<file path="src/rtl/btn_incdec.sv">
// Two-button debounced inc/dec front end with lockout.
// BTN_AUTO_REPEAT_EN enables hold-to-repeat; undefined gives one pulse per press.
module btn_incdec #(
  parameter int DEB_CYCLES = 500000,
  parameter int REP_DELAY  = 25000000,
  parameter int REP_PERIOD = 5000000
) (
  input  logic clk,
  input  logic rst_n,
  input  logic btn_up,
  input  logic btn_dn,
  output logic inc,
  output logic dec,
  output logic locked
);

  localparam int DW =
    (DEB_CYCLES > 1) ? $clog2(DEB_CYCLES) : 1;
  localparam logic [DW-1:0] DEB_LAST =
    DW'(DEB_CYCLES - 1);

  if (DEB_CYCLES < 1 || REP_DELAY < 2 || REP_PERIOD < 1)
  begin : g_bad_param
    $error("btn_incdec: illegal parameter value");
  end

  typedef enum logic [1:0] {
    IDLE,
    HOLD_UP,
    HOLD_DN,
    LOCK
  } state_t;

  // bit 0 = up, bit 1 = down
  logic [1:0]    s1;
  logic [1:0]    s2;
  logic [1:0]    db;
  logic [DW-1:0] dc [2];
  logic          db_up;
  logic          db_dn;

  state_t state;
  state_t state_nxt;
  logic   inc_nxt;
  logic   dec_nxt;

  assign db_up = db[0];
  assign db_dn = db[1];

  always_ff @(posedge clk or negedge rst_n) begin
    if (!rst_n) begin
      s1    <= '0;
      s2    <= '0;
      db    <= '0;
      dc[0] <= '0;
      dc[1] <= '0;
    end else begin
      s1 <= {btn_dn, btn_up};
      s2 <= s1;
      for (int i = 0; i < 2; i++) begin
        if (s2[i] == db[i]) begin
          dc[i] <= '0;
        end else if (dc[i] == DEB_LAST) begin
          db[i] <= ~db[i];
          dc[i] <= '0;
        end else begin
          dc[i] <= dc[i] + 1'b1;
        end
      end
    end
  end

`ifdef BTN_AUTO_REPEAT_EN
  localparam int TMAX =
    (REP_DELAY > REP_PERIOD) ? REP_DELAY : REP_PERIOD;
  localparam int TW = $clog2(TMAX);
  localparam logic [TW-1:0] T_DELAY =
    TW'(REP_DELAY - 1);
  localparam logic [TW-1:0] T_PERIOD =
    TW'(REP_PERIOD - 1);

  logic [TW-1:0] timer;
  logic [TW-1:0] timer_nxt;

  always_ff @(posedge clk or negedge rst_n) begin
    if (!rst_n) begin
      timer <= '0;
    end else begin
      timer <= timer_nxt;
    end
  end
`endif

  always_comb begin
    state_nxt = state;
    inc_nxt   = 1'b0;
    dec_nxt   = 1'b0;
`ifdef BTN_AUTO_REPEAT_EN
    timer_nxt = timer;
`endif
    unique case (state)
      IDLE: begin
        if (db_up && db_dn) begin
          state_nxt = LOCK;
        end else if (db_up) begin
          inc_nxt   = 1'b1;
          state_nxt = HOLD_UP;
`ifdef BTN_AUTO_REPEAT_EN
          timer_nxt = T_DELAY;
`endif
        end else if (db_dn) begin
          dec_nxt   = 1'b1;
          state_nxt = HOLD_DN;
`ifdef BTN_AUTO_REPEAT_EN
          timer_nxt = T_DELAY;
`endif
        end
      end
      HOLD_UP: begin
        if (db_dn) begin
          state_nxt = LOCK;
        end else if (!db_up) begin
          state_nxt = IDLE;
`ifdef BTN_AUTO_REPEAT_EN
        end else if (timer == '0) begin
          inc_nxt   = 1'b1;
          timer_nxt = T_PERIOD;
        end else begin
          timer_nxt = timer - 1'b1;
`endif
        end
      end
      HOLD_DN: begin
        if (db_up) begin
          state_nxt = LOCK;
        end else if (!db_dn) begin
          state_nxt = IDLE;
`ifdef BTN_AUTO_REPEAT_EN
        end else if (timer == '0) begin
          dec_nxt   = 1'b1;
          timer_nxt = T_PERIOD;
        end else begin
          timer_nxt = timer - 1'b1;
`endif
        end
      end
      LOCK: begin
        if (!db_up && !db_dn) begin
          state_nxt = IDLE;
        end
      end
      default: state_nxt = IDLE;
    endcase
  end

  always_ff @(posedge clk or negedge rst_n) begin
    if (!rst_n) begin
      state  <= IDLE;
      inc    <= 1'b0;
      dec    <= 1'b0;
      locked <= 1'b0;
    end else begin
      state  <= state_nxt;
      inc    <= inc_nxt;
      dec    <= dec_nxt;
      locked <= (state_nxt == LOCK);
    end
  end

endmodule

</file>
<file path="config.mk">
export PLATFORM = sky130hd
export DESIGN_NAME = btn_incdec
export DESIGN_NICKNAME = d
export VERILOG_FILES = /design/src/rtl/btn_incdec.sv
export SDC_FILE = /design/constraint.sdc
export NUM_CORES = 1
export LEC_CHECK = 0
export BUFFER_PORTS_ARGS = -buffer_cell sky130_fd_sc_hd__buf_2
export CAP_MARGIN = 20
export CORE_UTILIZATION = 55
export CTS_CLUSTER_DIAMETER = 150
export CTS_CLUSTER_SIZE = 14
export DETAILED_ROUTE_END_ITERATION = 12
export PLACE_DENSITY = 0.79
export SLEW_MARGIN = 20
export SYNTH_ARGS = -nofsm -noshare
export SYNTH_HDL_FRONTEND = slang
export SYNTH_SLANG_ARGS = --single-unit
</file>
<file path="constraint.sdc">
create_clock -name clk -period 2 [get_ports clk]
set_input_delay 0.4 -clock clk [delete_from_list [all_inputs] [get_ports clk]]
set_output_delay 0.4 -clock clk [all_outputs]
set_load 0.02 [all_outputs]
</file>
==> run metrics, run 1 <==
overall power 1.665 mW; die width 66.06 um; Remaining DRCs 0; Nets 238; Syn-to-layout area delta 12.75%; pin count of the biggest net entering global routing 50; num ports 7; critical path type flop to flop; clock latency at the later pin of the worst-skew pair 0.30 ns; cell area after layout 2545 um^2; vias in the first global route 1497; # port buffers 6; clk sinks 49; Yosys cell types 34; pwr/cell area 654.1 nW/um^2; Util after Layout 67.00%; Die ar. 4364 um^2; most frequent cells in the layout 49 x dfrtp_1, 34 x nor2_1, 16 x xor2_1, 14 x xnor2_1; Bufs on Longest Clock Path 2; Worst R2R Start dc[30]$_DFF_PN0_; Max Fanout on Critical Path 2; worst r2r dst db[0]$_DFFE_PN0P_; Max-slew headroom 62.64%; H-Tree Depth 2; leading cell type in the layout, fill and taps excluded dfrtp_1; fin cells 281; root buf cell clkbuf_8; DR vias 1608; Tightest Pin Transition 0.5552 ns; CP Launch Type flop; fin crit period 1.964 ns; Worst VDD drop 305.5 uV; first-pass GRT wire length 6.844 mm; placed cell area 2447 um^2; Synth Register Bits 49; Total GRT Usage 21.40%; ANT nets after route 0; Clk pin slew, worst setup/hold paths 0.09 ns; Initial Util 59.42%; dpl hpwl 2.741 mm; Max Fclk 509.3 MHz; Slew Viols, Final 0; Routed WL 3.919 mm; FP Rows 22; critical path required time 2.20 ns; Die H 66.06 um; Static Leakage 1.092 nW; CP Capture Type flop; sequential share of the synthesized area 54.32%; FF-to-FF path depth 4; syn_nets 218; outcome finished, final reports clean; Ys Warns 0; # hold bufs at CTS 0; Data arrival, critical path 2.16 ns; synthesized area 2257 um^2; Setup Skew 0.008667 ns; final period utilization 98.18%; Syn Area/Cell 10.65 um^2; Core Box Area 3799 um^2; antenna violations before repair 0; diode count 0; Routed WL per cell 13.95 um; RePlAce Congestion 0.8509; DR iter-0 viols 128; FF-to-FF setup slack 0.04 ns; total CTS buffers 5; fraction of layout cells with a size suffix above 1 15.88%; GRT overflow 0; Setup violations, final 0; Synth Instances 212; placed cells 273; Final Hold Fails 0; DR pass1 iterations 4; worst min path class primary input to async pin; drt via density 5.722; RSZ-0062 raised after global routing true; total of max-cap violations 0; CTS tree built
==> metrics by stage <==
| stage | hold WS [ns] | TNS (ns) | setup slack (ns) |
|---|---|---|---|
| after floorplan | 0.1044 | -0.1230 | -0.01454 |
| after global placement | 0.3311 | 0 | 0.03864 |
| after detailed placement | 0.3393 | 0 | 0.02117 |
| after CTS | 0.07168 | 0 | 0.004548 |
| after global routing | 0.07280 | -0.1636 | -0.03202 |
| final | 0.06546 | 0 | 0.03638 |
==> worst max-delay path, cell delays in order (launching register included) <==
cell     delay (ns)
dfrtp_1        0.38
or4_1          0.51
or4_4          0.55
nor2_2         0.12
mux2_4         0.30
==> logic make-up (layout without fill, tap and decap cells) <==
| kind of cell | count (synthesis) | after routing | synth area share (%) |
|---|---|---|---|
| AOI/OAI and AO/OA | 16 | 16 | 5.266 |
| muxes | 2 | 2 | 0.9977 |
| xor gates and xnor gates | 30 | 30 | 11.64 |
| buffers and inverters | 11 | 32 | 2.217 |
| adders and majority gates | 2 | 2 | 1.108 |
| DFF | 49 | 49 | 54.32 |
| and+or+nand+nor | 102 | 102 | 24.45 |
==> layer usage <==
layer	GRT usage (%)	vias up	wire length, um
met4	9.309	0	72
li1	-	780	-
met1	28.05	780	1810
met2	33.04	40	1863
met3	6.034	8	171
met5	0	-	0
==> report_power, final <==
part / internal (mW) / leakage [nW] / switching, mW / total, mW
clock network: 0.245 / 0.0364 / 0.333 / 0.579
registers: 1.00 / 0.670 / 0.0125 / 1.02
logic: 0.0262 / 0.385 / 0.0435 / 0.0697
==> synthesized netlist by cell type (all sizes together) <==
master    n  area [um^2]
nor3      5        25.02
nand2     9        33.78
xnor2    14        122.6
a21oi     6        30.03
dfrtp    49         1226
or3       5        31.28
o31ai     2        28.78
nor4b     3        26.28
buf       2        16.26
xor2     16        140.1
and2      2        12.51
or2       1        6.260
or3b      1        8.760
or4       3        26.27
nor2     35        131.4
o21ai     5        36.29
inv       6        22.52
and3      1        6.260
nand3b    1        7.510
a31o      1        8.760
nor4      6        37.54
nand3    12        60.06
clkbuf    3        11.26
nand4    13        87.58
ha        2        25.02
nand4bb   1        16.27
a21o      2        15.01
and4      4        35.03
mux2      2        22.52
==> worst max path at each step <==
stage | start | end | slack, ns | depth (start not counted)
finish | dc[30]$_DFF_PN0_ | db[0]$_DFFE_PN0P_ | 0.04 | 4
CTS | dc[30]$_DFF_PN0_ | db[0]$_DFFE_PN0P_ | 0.005 | 4
global placement | dc[30]$_DFF_PN0_ | db[0]$_DFFE_PN0P_ | 0.04 | 4
detailed placement | dc[30]$_DFF_PN0_ | db[0]$_DFFE_PN0P_ | 0.02 | 4
floorplan | dc[30]$_DFF_PN0_ | db[0]$_DFFE_PN0P_ | -0.01 | 4
global route | dc[30]$_DFF_PN0_ | db[0]$_DFFE_PN0P_ | -0.03 | 4
==> layout make-up <==
cell class	instances	area (um^2)
Multi-Input combinational cell	152	987.2
Tap cell	48	60.06
Inverter	6	22.52
Fill cell	292	1254
Clock inverter	3	22.52
Sequential cell	49	1226
Clock buffer	5	68.82
Timing Repair Buffer	18	157.7
==> flip-flops by register name, indices dropped and copies added, names as in the netlist <==
register	count
db	2
dc	38
dec	1
inc	1
locked	1
s1	2
s2	2
state	2
==> timing repair <==
item | 4_1_cts | 5_1_grt
resized for setup | 0 | 2
endpoints found under the setup margin | 0 | 8
buffers inserted | 0 | 0
Power figures use the tool's default switching activity.
==> inputs of run 2 (changes only) <==
--- a/config.mk
+++ b/config.mk
@@ -9,7 +9,6 @@
 export CAP_MARGIN = 20
 export CORE_UTILIZATION = 55
 export CTS_CLUSTER_DIAMETER = 150
-export CTS_CLUSTER_SIZE = 14
 export DETAILED_ROUTE_END_ITERATION = 12
 export PLACE_DENSITY = 0.79
 export SLEW_MARGIN = 20
==> constraint.sdc (replaced) <==
create_clock -name clk -period 2 [get_ports clk]
set_input_delay 0.2 -clock clk [delete_from_list [all_inputs] [get_ports clk]]
set_output_delay 0.2 -clock clk [all_outputs]
set_load 0.02 [all_outputs]
==> run 2 against run 1 <==
- the run now ends with negative setup slack left
- count of clock-buffer cells in the layout grew 1
- sequential cell count stayed put
- worst setup slack got worse by 0.058 ns
- power increased by 7.0%
- clock skew is 0.0017 ns higher
- cell count increased by 3.2%
- sequential share of layout area down 1.4 points
- register-to-register slack got worse by 0.06 ns
- maximum frequency is 2.9% lower
- sequential power is essentially flat
- utilization up 2.0 points
- clock power increased by 20%
- critical endpoint unchanged
==> run metrics, run 2 (synthesis results as in run 1) <==
outcome finished with violations; failing checks negative setup slack; Fillers 286 (-2.1%); DP Worst Slack 0.002725 ns (-0.01844 ns); FF-to-FF path depth 4 (unchanged); leading cell type in the layout, fill and taps excluded dfrtp_1; antenna violations before repair 0 (unchanged); Max Fanout on Critical Path 2 (unchanged); CP Cell Sequence or4_1 -> or4_4 -> nor2_4 -> mux2_4; root buf cell clkbuf_8; top cell family by delay on the critical path simple AND/OR/NAND/NOR gates; hold path start s1[0]$_DFF_PN0_; clk sinks 49 (unchanged); critical path type flop to flop; CTS tree built; Total GRT Usage 21.34% (-0.066 points); GRT overflow 0 (unchanged); Clk pin slew, worst setup/hold paths 0.09 ns (about the same); Static Leakage 1.147 nW (+5.0%); fraction of layout cells with a size suffix above 1 17.36% (+1.5 points); Top reg by flops dc; CP Capture Type flop; Die H 66.06 um (unchanged); pin count of the biggest net entering global routing 35 (-30%); Worst VDD drop 418.8 uV (+37%); Worst path depth 4 (unchanged); Core Box Area 3799 um^2 (unchanged); num ports 7 (unchanged); FF-to-FF setup slack -0.02 ns (-0.06 ns); H-Tree Depth 2 (unchanged); Remaining DRCs 0 (unchanged); crit path to db[0]$_DFFE_PN0P_; Max Fclk 494.6 MHz (-2.9%); RSZ-0062 raised after global routing true; diode count 0 (unchanged); Nets 247 (+3.8%); CP startpoint dc[31]$_DFF_PN0_; Final Hold Fails 0 (unchanged); worst min path class flop to flop; total CTS buffers 5 (unchanged); clock latency at the later pin of the worst-skew pair 0.30 ns (about the same); flip-flop count of the largest register after layout 38 (unchanged); DR vias 1618 (+0.62%); CP Launch Type flop; ANT nets after route 0 (unchanged); Slowest Stage Delay on Critical Path 0.59 ns (+0.04 ns); fin crit period 2.022 ns (+0.05831 ns); dpl hpwl 2.764 mm (+0.86%); overall power 1.782 mW (+7.0%); RePlAce Congestion 0.8307 (-2.4%); worst r2r dst db[0]$_DFFE_PN0P_; setup ws final -0.02192 ns (-0.05831 ns); placed cell area 2445 um^2 (-0.10%); DR iter-0 viols 115 (-10%); Routed WL 4.030 mm (+2.8%); Setup violations, final 1 (+1); final period utilization 101.1% (+2.9 points); critical path required time 2.19 ns (about the same); Setup Skew 0.01040 ns (+0.001738 ns); drt via density 5.579 (-2.5%); # port buffers 6 (unchanged); Tightest Pin Transition 0.7282 ns (+0.1730 ns); final worst hold slack 0.3574 ns (+0.2920 ns); Data arrival, critical path 2.21 ns (+0.05 ns); Worst R2R Start dc[31]$_DFF_PN0_; pwr/cell area 680.1 nW/um^2 (+4.0%); Bufs on Longest Clock Path 2 (unchanged); Max-slew headroom 51.45% (-11 points); Routed WL per cell 13.90 um (-0.36%); Critical-path top delay cell or4_4; worst path bufs/invs 0 (unchanged); Syn-to-layout area delta 16.08%; DR pass1 iterations 4 (unchanged); cell area after layout 2620 um^2 (+2.9%); FP Rows 22 (unchanged); total of max-cap violations 0 (unchanged); Initial Util 59.42% (unchanged); vias in the first global route 1526 (+1.9%); fin cells 290 (+3.2%); Slew Viols, Final 0 (unchanged); Die ar. 4364 um^2 (unchanged); most frequent cells in the layout 49 x dfrtp_1, 34 x nor2_1, 17 x buf_4, 16 x xor2_1, 14 x xnor2_1; first-pass GRT wire length 6.948 mm (+1.5%); die width 66.06 um (unchanged); placed cells 276 (+1.1%)
==> run 2: worst min-delay path by stage <==
stage                                   end  cells after the start
after floorplan           db[0]$_DFFE_PN0P_                      0
after global placement      dc[8]$_DFF_PN0_                      1
after detailed placement   dc[13]$_DFF_PN0_                      1
after CTS                   s1[1]$_DFF_PN0_                      1
after global routing        s2[0]$_DFF_PN0_                      0
final                       s2[0]$_DFF_PN0_                      0
==> run 2: cell type report <==
class                           count  area [um^2]  area share [%]
Inverter                            6        22.52          0.8596
Clock inverter                      2        38.79           1.480
Timing Repair Buffer               27        207.7           7.927
Sequential cell                    49         1226           46.80
Clock buffer                        6        72.57           2.770
Tap cell                           48        60.06           2.292
Multi-Input combinational cell    152        992.2           37.87
==> run 2: worst register-to-register path, cell delays in order (launching register included) <==
cell and delay (ns):
dfrtp_1 0.38, or4_1 0.51, or4_4 0.59, nor2_4 0.14, mux2_4 0.30
==> run 2: power by group <==
part / total (mW) / leakage, nW / internal (mW) / switching, mW
clock: 0.696 / 0.0554 / 0.376 / 0.321
combinational: 0.0688 / 0.421 / 0.0258 / 0.0430
sequential: 1.02 / 0.670 / 1.00 / 0.0129
total: 1.78 / 1.15 / 1.40 / 0.377
==> run 2: repair_timing <==
action,4_1_cts,5_1_grt
endpoints found under the hold margin,33,1
endpoints found under the setup margin,0,1
resized for setup,0,3
setup buffers,0,3
hold buffers,2,1
==> run 2: routing by layer <==
layer  vias to the layer above  GRT usage (%)  share of wire (%)
met4                         0          5.585               0.45
met5                         -              0                  0
met3                         2          6.207                3.3
met1                       793          30.35                 51
met2                        23          31.89                 46
li1                        800              -                  -
==> run 2: metrics by stage <==
step | utilization (%) | TNS [ns]
after floorplan | - | -0.1230
after global placement | 64.36 | 0
after detailed placement | 64.36 | 0
after CTS | 67.82 | 0
after global routing | 68.97 | -0.2027
final | 68.97 | -0.02192
==> inputs of run 3 (changes only) <==
--- a/config.mk
+++ b/config.mk
@@ -7,6 +7,7 @@
 export LEC_CHECK = 0
 export BUFFER_PORTS_ARGS = -buffer_cell sky130_fd_sc_hd__buf_2
 export CAP_MARGIN = 20
+export CORE_ASPECT_RATIO = 0.75
 export CORE_UTILIZATION = 55
 export CTS_CLUSTER_DIAMETER = 150
 export DETAILED_ROUTE_END_ITERATION = 12
==> constraint.sdc (replaced) <==
create_clock -name clk -period 2 [get_ports clk]
set_input_delay 0.3 -clock clk [delete_from_list [all_inputs] [get_ports clk]]
set_output_delay 0.3 -clock clk [all_outputs]
set_load 0.02 [all_outputs]
==> run 3 against run 2 <==
- the flow now finishes without violations
- first-iteration DRC count is 49% lower
- utilization is 0.15 points lower
- sequential cell count did not move
- cell count unchanged
- non-clock buffer count is 4 lower
- sequential share of layout area rose by 0.34 points
- design area decreased by 0.72%
- critical endpoint unchanged
- worst setup slack gained 0.053 ns
==> run metrics, run 3 (synthesis results as in run 1) <==
Util after Layout 68.82% (-0.15 points); CP Launch Type flop; # port buffers 6 (unchanged); DR pass1 iterations 4 (unchanged); RePlAce Congestion 0.8745 (+5.3%); FP Rows 19 (-14%); critical path required time 2.20 ns (about the same); Slew Viols, Final 0 (unchanged); total of max-cap violations 0 (unchanged); worst min path class primary input to flop; critical path type flop to flop; CTS tree built; num ports 7 (unchanged); cell area after layout 2601 um^2 (-0.72%); first-pass GRT wire length 6.741 mm (-3.0%); outcome finished, final reports clean; Max-slew headroom 76.79% (+25 points); total CTS buffers 5 (unchanged); RSZ-0062 raised after global routing true; ANT nets after route 0 (unchanged); GR Layer Usage met3 6.240% (+0.033 points); dpl hpwl 2.705 mm (-2.1%); Die ar. 4367 um^2 (about the same); Worst R2R Start dc[30]$_DFF_PN0_; flip-flop count of the largest register after layout 38 (unchanged); Tightest Pin Transition 0.3449 ns (-0.3833 ns); met1 usage 30.83% (+0.48 points); Syn-to-layout area delta 15.24%; antenna violations before repair 0 (unchanged); placed cell area 2470 um^2 (+1.0%); diode count 0 (unchanged); Top reg by flops dc; root buf cell clkbuf_8; Static Leakage 1.131 nW (-1.4%); Routed WL per cell 13.46 um (-3.2%); Clk pin slew, worst setup/hold paths 0.09 ns (about the same); Worst VDD drop 421.5 uV (+0.64%); hold path start btn_dn; Remaining DRCs 0 (unchanged); worst r2r dst db[0]$_DFFE_PN0P_; worst hold endpoint s1[1]$_DFF_PN0_; fin crit period 1.969 ns (-0.05331 ns); Data arrival, critical path 2.17 ns (-0.04 ns); DR vias 1580 (-2.3%); pwr/cell area 689.7 nW/um^2 (+1.4%); hold depth 1 (+1); drt via density 5.448 (-2.3%); Max Fclk 508.0 MHz (+2.7%); Final Hold Fails 0 (unchanged); Max Fanout on Critical Path 2 (unchanged); Setup violations, final 0 (-1); most frequent cells in the layout 49 x dfrtp_1, 34 x nor2_1, 16 x xor2_1, 14 x xnor2_1, 14 x buf_4; Setup Skew 0.004477 ns (-0.005928 ns); Die H 57.48 um (-13%); Initial Util 59.72% (+0.30 points); DR iter-0 viols 59 (-49%); overall power 1.794 mW (+0.69%); FF-to-FF setup slack 0.03 ns (+0.05 ns); peak-usage layer in the global routing report met1; leading cell type in the layout, fill and taps excluded dfrtp_1; clock latency at the later pin of the worst-skew pair 0.30 ns (about the same); Total GRT Usage 20.42% (-0.91 points); final period utilization 98.43% (-2.7 points); H-Tree Depth 2 (unchanged); fraction of layout cells with a size suffix above 1 17.23% (-0.13 points); Core Box Area 3780 um^2 (-0.49%); pin count of the biggest net entering global routing 50 (+43%); Bufs on Longest Clock Path 2 (unchanged); met2 GRT Util 27.79% (-4.1 points); GRT overflow 0 (unchanged); die width 75.97 um (+15%); FF-to-FF path depth 4 (unchanged); CP Capture Type flop; Routed WL 3.903 mm (-3.2%); vias in the first global route 1405 (-7.9%); clk sinks 49 (unchanged); Nets 243 (-1.6%)
-- run 3: where the power goes --
group,total [mW],switching (mW),internal (mW)
Sequential,1.02,0.0134,1.00
Combinational,0.0706,0.0443,0.0263
Clock,0.706,0.332,0.374
Total,1.79,0.390,1.40
-- run 3: metrics by stage --
step / worst slack [ns] / std cells / hold slack, ns / setup TNS (ns)
6_report: 0.03139 / 290 / 0.1057 / 0
2_1_floorplan: -0.01454 / 212 / 0.004409 / -0.1230
4_1_cts: 0.01358 / 290 / 0.1017 / 0
3_3_place_gp: 0.03287 / 281 / 0.3041 / 0
3_5_place_dp: 0.009379 / 281 / 0.3044 / 0
5_1_grt: -0.005198 / 290 / 0.09153 / -0.01111
-- run 3: how the worst max path moves through the flow --
stage	start	to	slack [ns]	depth (start not counted)
finish	dc[30]$_DFF_PN0_	db[0]$_DFFE_PN0P_	0.03	4
global placement	dc[30]$_DFF_PN0_	db[0]$_DFFE_PN0P_	0.03	4
floorplan	dc[30]$_DFF_PN0_	db[0]$_DFFE_PN0P_	-0.01	4
CTS	dc[30]$_DFF_PN0_	db[0]$_DFFE_PN0P_	0.01	4
global route	dc[30]$_DFF_PN0_	dc[21]$_DFF_PN0_	-0.005	5
detailed placement	dc[30]$_DFF_PN0_	db[0]$_DFFE_PN0P_	0.009	4
-- run 3: cell type report --
class | count | area (um^2)
Sequential cell | 49 | 1226
Multi-Input combinational cell | 152 | 987.2
Tap cell | 52 | 65.06
Clock inverter | 3 | 46.29
Timing Repair Buffer | 23 | 185.2
Clock buffer | 5 | 68.82
Fill cell | 274 | 1179
Inverter | 6 | 22.52
-- run 3: routing by layer --
metal,routed length [um],share of wire [%]
met1,2120,54
met2,1584,41
met3,148,3.8
met4,49,1.3
met5,0,0
-- run 3: what timing repair did --
| item | 4_1_cts | 5_1_grt |
|---|---|---|
| setup endpoints to repair | 1 | 3 |
| hold buffers | 1 | 0 |
| pin swaps | 0 | 0 |
| buffers inserted | 0 | 0 |
| hold endpoints to repair | 49 | 0 |
| resized for setup | 1 | 1 |
-- run 3: critical path, cell delays in order (launching register included) --
cell and delay [ns]:
dfrtp_1 0.38, or4_1 0.51, or4_4 0.55, nor2_2 0.12, mux2_4 0.30
